$ cat config.mk
export PLATFORM = sky130hd
export DESIGN_NAME = stopwatch_ctrl
export DESIGN_NICKNAME = d
export VERILOG_FILES = /design/src/rtl/stopwatch_ctrl_pkg.sv /design/src/rtl/btn_debounce.sv /design/src/rtl/stopwatch_ctrl.sv
export SDC_FILE = /design/constraint.sdc
export NUM_CORES = 1
export LEC_CHECK = 0
export CAP_MARGIN = 5
export CORE_UTILIZATION = 58
export CTS_BUF_LIST = sky130_fd_sc_hd__clkbuf_16
export DETAILED_ROUTE_END_ITERATION = 10
export GPL_ROUTABILITY_DRIVEN = 0
export PLACE_DENSITY = 0.86
export REMOVE_ABC_BUFFERS = 1
export SETUP_SLACK_MARGIN = 0.4
export SLEW_MARGIN = 10
export SYNTH_ARGS = -nofsm -noshare
export SYNTH_HDL_FRONTEND = slang
export SYNTH_HIERARCHICAL = 1
export SYNTH_SLANG_ARGS = --single-unit
$ cat constraint.sdc
create_clock -name clk -period 2.35 [get_ports clk]
set_input_delay 0.47 -clock clk [delete_from_list [all_inputs] [get_ports clk]]
set_output_delay 0.47 -clock clk [all_outputs]
set_load 0.02 [all_outputs]
$ cat src/rtl/stopwatch_ctrl_pkg.sv
// stopwatch_ctrl_pkg: shared state encoding, command bundle and default timing
// constants for the stopwatch button front-end.
package stopwatch_ctrl_pkg;

   // Mode FSM encoding; state_o exposes these values directly.
   typedef enum logic [2:0] {
      ST_INIT    = 3'd0,
      ST_IDLE    = 3'd1,
      ST_RUNNING = 3'd2,
      ST_LAP     = 3'd3,
      ST_STOPPED = 3'd4
   } sw_state_e;

   // One-cycle command pulses toward the stopwatch core.
   typedef struct packed {
      logic start;
      logic stop;
      logic split;
      logic zero;
   } cmd_t;

   // 10 ms debounce and 2 s long-press at 50 MHz.
   localparam int DEF_DEBOUNCE_CYCLES = 500000;
   localparam int DEF_LONG_CYCLES     = 100000000;

endpackage

$ cat src/rtl/btn_debounce.sv
// btn_debounce: 2-FF synchroniser, stability counter and press-edge detect for
// one raw push-button. A level change is accepted only after the synchronised
// sample has differed from the accepted level, without changing, for
// DEBOUNCE_CYCLES counter steps; press is the one-cycle rising edge of that
// accepted level.
module btn_debounce
   import stopwatch_ctrl_pkg::*;
#(
   parameter int DEBOUNCE_CYCLES = DEF_DEBOUNCE_CYCLES
) (
   input  logic clk,
   input  logic rst_n,
   input  logic raw,
   output logic level,
   output logic press
);

   localparam int CW = $clog2(DEBOUNCE_CYCLES + 1);
   localparam logic [CW-1:0] CNT_LAST = CW'(DEBOUNCE_CYCLES - 1);

   logic          meta;
   logic          sync;
   logic          sync_q;
   logic          level_q;
   logic [CW-1:0] cnt;

   // synchroniser, previous-sample copy and edge-detect history
   always_ff @(posedge clk) begin
      if (!rst_n) begin
         meta    <= 1'b0;
         sync    <= 1'b0;
         sync_q  <= 1'b0;
         level_q <= 1'b0;
      end else begin
         meta    <= raw;
         sync    <= meta;
         sync_q  <= sync;
         level_q <= level;
      end
   end

   // stability counter: restart on agreement or on any bounce, accept on expiry
   always_ff @(posedge clk) begin
      if (!rst_n) begin
         cnt   <= '0;
         level <= 1'b0;
      end else if ((sync == level) || (sync != sync_q)) begin
         cnt <= '0;
      end else if (cnt == CNT_LAST) begin
         cnt   <= '0;
         level <= sync;
      end else begin
         cnt <= cnt + CW'(1);
      end
   end

   // release is deliberately silent; only the rising edge is an event
   assign press = level & ~level_q;

endmodule

$ cat src/rtl/stopwatch_ctrl.sv
// stopwatch_ctrl: two-button front-end for the BCD stopwatch core.
// Button A = start/stop, button B = lap/zero. Each button is debounced, and
// a mode FSM turns press events into registered one-cycle command pulses.
// Optional feature macro: LONG_PRESS_EN (holding B for LONG_CYCLES forces a
// return to IDLE with a zero pulse, the "hard reset" gesture).
module stopwatch_ctrl
   import stopwatch_ctrl_pkg::*;
#(
   parameter int DEBOUNCE_CYCLES = DEF_DEBOUNCE_CYCLES,
   parameter int LONG_CYCLES     = DEF_LONG_CYCLES
) (
   input  logic       clk,
   input  logic       rst_n,
   input  logic       btn_a,
   input  logic       btn_b,
   output logic       start,
   output logic       stop,
   output logic       split,
   output logic       zero,
   output logic       lap_active,
   output logic [2:0] state_o
);

   sw_state_e state;
   sw_state_e state_nx;
   cmd_t      cmd;
   cmd_t      cmd_nx;
   logic      level_a;
   logic      level_b;
   logic      press_a;
   logic      press_b;
   logic      long_evt;
   logic      unused_level;

   btn_debounce #(.DEBOUNCE_CYCLES(DEBOUNCE_CYCLES)) u_dbn_a (
      .clk   (clk),
      .rst_n (rst_n),
      .raw   (btn_a),
      .level (level_a),
      .press (press_a)
   );

   btn_debounce #(.DEBOUNCE_CYCLES(DEBOUNCE_CYCLES)) u_dbn_b (
      .clk   (clk),
      .rst_n (rst_n),
      .raw   (btn_b),
      .level (level_b),
      .press (press_b)
   );

`ifdef LONG_PRESS_EN
   localparam int HOLD_W = $clog2(LONG_CYCLES + 1);
   localparam logic [HOLD_W-1:0] HOLD_MAX  = HOLD_W'(LONG_CYCLES);
   localparam logic [HOLD_W-1:0] HOLD_FIRE = HOLD_W'(LONG_CYCLES - 1);

   logic [HOLD_W-1:0] hold_cnt;

   // hold counter: runs while debounced B is high, saturates so a hold fires once
   always_ff @(posedge clk) begin
      if (!rst_n || !level_b) begin
         hold_cnt <= '0;
      end else if (hold_cnt != HOLD_MAX) begin
         hold_cnt <= hold_cnt + HOLD_W'(1);
      end
   end

   // fires in the cycle the counter steps onto LONG_CYCLES
   assign long_evt     = level_b && (hold_cnt == HOLD_FIRE);
   assign unused_level = level_a;
`else
   // the hold length has no consumer without the long-press gesture
   localparam int UNUSED_LONG_CYCLES = LONG_CYCLES;
   assign long_evt     = 1'b0;
   assign unused_level = level_a ^ level_b;
`endif

   // next-state and command decode; A has priority, a coincident B is dropped
   always_comb begin
      state_nx = state;
      cmd_nx   = '0;
      case (state)
         ST_INIT: begin
            state_nx    = ST_IDLE;
            cmd_nx.zero = 1'b1;
         end
         ST_IDLE: begin
            if (press_a) begin
               state_nx     = ST_RUNNING;
               cmd_nx.start = 1'b1;
            end else if (press_b) begin
               cmd_nx.zero = 1'b1;
            end
         end
         ST_RUNNING: begin
            if (press_a) begin
               state_nx    = ST_STOPPED;
               cmd_nx.stop = 1'b1;
            end else if (press_b) begin
               state_nx     = ST_LAP;
               cmd_nx.split = 1'b1;
            end
         end
         ST_LAP: begin
            if (press_a) begin
               // halt and unfreeze the display in one step
               state_nx     = ST_STOPPED;
               cmd_nx.stop  = 1'b1;
               cmd_nx.split = 1'b1;
            end else if (press_b) begin
               state_nx     = ST_RUNNING;
               cmd_nx.split = 1'b1;
            end
         end
         ST_STOPPED: begin
            if (press_a) begin
               state_nx     = ST_RUNNING;
               cmd_nx.start = 1'b1;
            end else if (press_b) begin
               state_nx    = ST_IDLE;
               cmd_nx.zero = 1'b1;
            end
         end
         default: state_nx = ST_INIT;
      endcase
      // long hold overrides everything once past INIT
      if (long_evt && (state != ST_INIT)) begin
         state_nx     = ST_IDLE;
         cmd_nx       = '0;
         cmd_nx.zero  = 1'b1;
         cmd_nx.stop  = (state == ST_RUNNING) || (state == ST_LAP);
         cmd_nx.split = (state == ST_LAP);
      end
   end

   // state, command pulses and lap flag all register on the same edge
   always_ff @(posedge clk) begin
      if (!rst_n) begin
         state      <= ST_INIT;
         cmd        <= '0;
         lap_active <= 1'b0;
      end else begin
         state      <= state_nx;
         cmd        <= cmd_nx;
         lap_active <= (state_nx == ST_LAP);
      end
   end

   assign start   = cmd.start;
   assign stop    = cmd.stop;
   assign split   = cmd.split;
   assign zero    = cmd.zero;
   assign state_o = state;

endmodule

* Word level (Yosys, flattened, before mapping)
Cells that the tools add are included.
** Storage, ports and cells
- Flip-flop bits (word level) :: 56
- Input port bits :: 4
- Logic and storage cells :: 61
** Operators by class
- Add/sub/neg operators :: 2
- Eq/ne operators :: 11
- Mux-type cells :: 14
- Bitwise gates (word level) :: 7
- Reductions and logical operators :: 9
** Operator list (number)
- adder 19 x 1 -> 19 bit (second input constant) :: 2
- equality test 19 bit (second input constant) :: 2
- 2-to-1 mux 3 bit :: 7
- case mux 3 bit (5 select lines) :: 1
- equality test 3 x 2 -> 1 bit (second input constant) :: 3
- AND reduction 2 bit :: 3
- OR reduction 3 bit :: 2
- inverter 1 bit :: 5
- 2-to-1 mux 1 bit :: 4
- case mux 2 bit (2 select lines) :: 1
- equality test 3 x 1 -> 1 bit (second input constant) :: 1
- equality test 3 bit (second input constant) :: 1
- logical NOT 3 bit :: 1
- AND 1 bit :: 2
- equality test 1 bit :: 2
- logical OR 1 bit :: 2
- != test 1 bit :: 2
- case mux 1 bit (2 select lines) :: 1
- OR reduction 2 bit :: 1

* Longest topological paths before layout
- Word-level depth :: 6
- Mapped depth :: 6
- Mapped depth without buffers :: 5

* By module
The synthesis kept the hierarchy.
** By module, submodules not included
- btn_debounce :: times used 2, cells each 118, area an instance 1062.3 um^2, sequential area each 480.5 um^2
- stopwatch_ctrl :: times used 1, cells each 32, area an instance 332.8 um^2, sequential area each 160.2 um^2

* Worst setup path before layout
No wires, ideal clock.
- Kind :: flip-flop to flip-flop
- From :: reg u_dbn_a.cnt[0]
- To :: reg u_dbn_a.cnt[18]
- Setup time :: 0.070 ns
- Data arrival time :: 1.746 ns
- Required time :: 2.280 ns
- Path slack :: 0.534 ns
- Stages on the path, launching flop included :: 6
- Path buffers :: 0
- Cell sequence :: dfxtp_1 -> ha_1 -> nand4_1 -> or4_1 -> or3_1 -> a21oi_1
** Between the ends
- Longest elaborated chain between the ends :: 2
- Elaborated cells on any way between the ends :: 3
- Classes of those cells :: add/sub (1); eq/ne (1); reduce/logical (1)
** Ends and longest elaborated chain
- from (decl) :: RTL line btn_debounce.sv:25 : logic [CW-1:0] cnt;
- from (signal assigned) :: RTL line btn_debounce.sv:53 : cnt <= cnt + CW'(1);
- branches (longest 2 deep; another with adder 19 x 1 -> 19 bit)
Several ways; the timed one is not identified.
A chain may end at the register's enable or synchronous reset.

* Final worst setup path
- From :: reg state[2] (netlist: state_o[2])
- To :: out state_o[2]
** RTL lines
- from (decl) :: RTL line stopwatch_ctrl.sv:24 : sw_state_e state;
- from (signal assigned) :: RTL line stopwatch_ctrl.sv:142 : state <= state_nx;
- to (decl) :: RTL line stopwatch_ctrl.sv:21 : output logic [2:0] state_o
No word-level cell between the ends.

==> results.json <==
{
  "ys.flop_type": "dfxtp_1",
  "cap_violations": 0,
  "finalCritPeriodShare": 0.803,
  "drt_iter0_markers": 142,
  "clk_pin_slew_ns": 0.07,
  "die_w_um": 67.1,
  "fp.coreArea_um2": 4030,
  "p_leak_nw": 0.892,
  "clock-root-buffer": "clkbuf_16",
  "grt-ovfl-total": 0,
  "synth_top_area_share": 0.456,
  "syn_area_per_cell_um2": 9.17,
  "fin_crit_ns": 1.89,
  "track_usage": 0.219,
  "synth_area_leaders": "dfxtp_1 (46%), xnor2_1 (4.6%), nor2_1 (4.3%), xor2_1 (3.6%), a21oi_1 (3.3%)",
  "clk_path_buf_depth": 2,
  "pwr_density_cell_nw_per_um2": 606,
  "initial_core_util": 0.610,
  "max_freq_mhz": 530,
  "slowest_delay_ns": 0.66,
  "final_max_slew_viol_count": 0,
  "hold_viol": 0,
  "fin_skew_ns": 0.00901,
  "grt_max_degree": 18,
  "ys_types": 43,
  "chipHeight_um": 67.1,
  "crit_path_start_kind": "flip-flop",
  "drt-total-wl_um": 4570,
  "yosysTopAreaCell": "dfxtp_1",
  "slew_headroom": 0.656,
  "io_pins": 12,
  "fillers": 305,
  "drtAntennaViolNets": 0,
  "drc": 0,
  "crit_path_cell_trace": "clkdlybuf4s50_1",
  "antenna_cells": 0,
  "place_inst": 325,
  "async_flop_share": 0,
  "layoutNonFillerInstCount": 337,
  "synth_seq_cells": 56,
  "grt_setup_unrepaired": "true",
  "hold_buffers": 0,
  "fin_tns_setup_ns": 0,
  "outcome": "complete, no violations",
  "synth-xor-area-share": 0.0820,
  "nets": 292,
  "grt_pass1_vias": 1747,
  "cts_tree": "built",
  "layout-drive-gt1-share": 0.125,
  "cp_num_buf_inv": 1,
  "grt_pass1_wl_um": 7470,
  "io_buffers": 11,
  "area_growth_pct": 14.5,
  "vias_per_cell": 5.77,
  "first_pass_iters": 4,
  "ys_seq_area_frac": 0.456,
  "setup_viol": 0,
  "cp.arrival_ns": 1.42,
  "synth_fa_ha_area_frac": 0.0148,
  "cp.required_ns": 1.88,
  "synthCells": 268,
  "critPathKind": "reg2out",
  "antenna_found_initial": 0,
  "synth_top_family_by_area": "simple AND/OR/NAND/NOR gates",
  "worst_path_max_delay_cell": "clkdlybuf4s50_1",
  "cts-htree-levels": 2,
  "cp_max_fo": 8,
  "critPathTopFamily": "buffers and inverters",
  "worst_setup_path_end_kind": "primary output",
  "syn_area_um2": 2460,
  "cts_buffers": 5,
  "hp-class": "reg2reg",
  "cts.sinks": 56,
  "synth_compound_area_frac": 0.102,
  "vias": 1943,
  "irDropWorstVdd_mv": 0.397,
  "yosys.area_share.simple": 0.318,
  "place_hpwl_um": 3030,
  "tightest_slew_ns": 0.510,
  "dieArea_um2": 4500,
  "wl_per_cell_um": 13.6,
  "synth_edf_count": 0,
  "synth-warning-count": 6,
  "muxShareOfSynthArea": 0,
  "clock_latency_ns": 0.29,
  "rows": 23
}
through the flow:
step           instance area (µm²)  hold slack (ns)  worst slack (ns)   util  power [mW]
2_1_floorplan                 2420            0.412             0.534      -       0.991
3_3_place_gp                  2600            0.424             0.425  0.645        1.01
3_5_place_dp                  2600            0.441             0.353  0.645        1.01
4_1_cts                       2770            0.462             0.402  0.689        1.72
5_1_grt                       2810            0.462             0.350  0.698        1.76
6_report                      2810            0.446             0.462  0.698        1.70
power by group:
| part | internal (mW) | switching (mW) |
|---|---|---|
| registers | 0.954 | 0.00463 |
| clock network | 0.393 | 0.327 |
| logic | 0.0152 | 0.0109 |
| total | 1.36 | 0.342 |
cell usage in the layout (no fill, tap or decap), types with 3 or more instances in the layout:
cell	n
or4_4	4
xnor2_1	13
clkdlybuf4s50_1	11
dfxtp_1	52
dfxtp_2	4
nor2_1	28
nor3_1	4
or4_1	4
clkbuf_16	5
inv_1	8
nand3_1	16
nand2_1	19
nor2b_1	3
and2_1	8
nor4_1	5
o21ai_0	12
buf_4	4
xor2_1	10
nand4_1	8
o31ai_1	5
or3_1	8
a21oi_1	16
worst paths after layout:
path | start | end | slack (ns) | cells after the start
max | state_o[2]$_SDFF_PN0_ | state_o[2] | 0.46 | 1
min | u_dbn_a/cnt[0]$_SDFF_PP0_ | u_dbn_a/cnt[0]$_SDFF_PP0_ | 0.45 | 1
max reg2reg | u_dbn_a/cnt[1]$_SDFF_PP0_ | u_dbn_a/cnt[18]$_SDFF_PP0_ | 0.47 | 5
min reg2reg | u_dbn_a/cnt[0]$_SDFF_PP0_ | u_dbn_a/cnt[0]$_SDFF_PP0_ | 0.45 | 1
cell type report:
| type | count | area, µm² | share of cell area |
|---|---|---|---|
| multi-input cells | 199 | 1290 | 0.459 |
| flip-flops and latches | 56 | 1130 | 0.400 |
| repair buffers | 16 | 160 | 0.0569 |
| clock buffers | 5 | 125 | 0.0445 |
| well taps | 50 | 62.6 | 0.0222 |
| inverters | 8 | 30.0 | 0.0107 |
| clock inverters | 3 | 18.8 | 0.00667 |
metal layers:
| metal | wire length [µm] | part of all wire | vias to the layer above | GRT usage |
|---|---|---|---|---|
| met5 | 0 | 0 | - | 0 |
| met4 | 100 | 0.022 | 0 | 0.104 |
| met3 | 162 | 0.035 | 10 | 0.0428 |
| met2 | 2220 | 0.49 | 41 | 0.373 |
| met1 | 2090 | 0.46 | 902 | 0.260 |
| li1 | - | - | 990 | - |
timing repair:
action	CTS	global route
gates resized for setup	2	8
setup endpoints to repair	8	23
pin swaps	1	2
buffers inserted	3	1
hold endpoints to repair	0	0
cells in the mapped netlist, types with 3 or more instances:
master / number
nand2_1: 19
nor3_1: 4
nor4_1: 5
nand4_1: 8
or4_1: 6
inv_1: 8
xor2_1: 10
nor2b_1: 3
nor2_1: 28
a21oi_1: 16
o31ai_1: 5
dfxtp_1: 56
or3_1: 10
nand3_1: 16
xnor2_1: 13
o21ai_0: 12
and2_1: 8
cell families after synthesis:
logic type | Yosys count
simple gates | 134
buf+inv | 13
flops | 56
compound gates | 39
fa+ha+maj | 3
xor+xnor | 23
(Power assumes the default switching activity.)
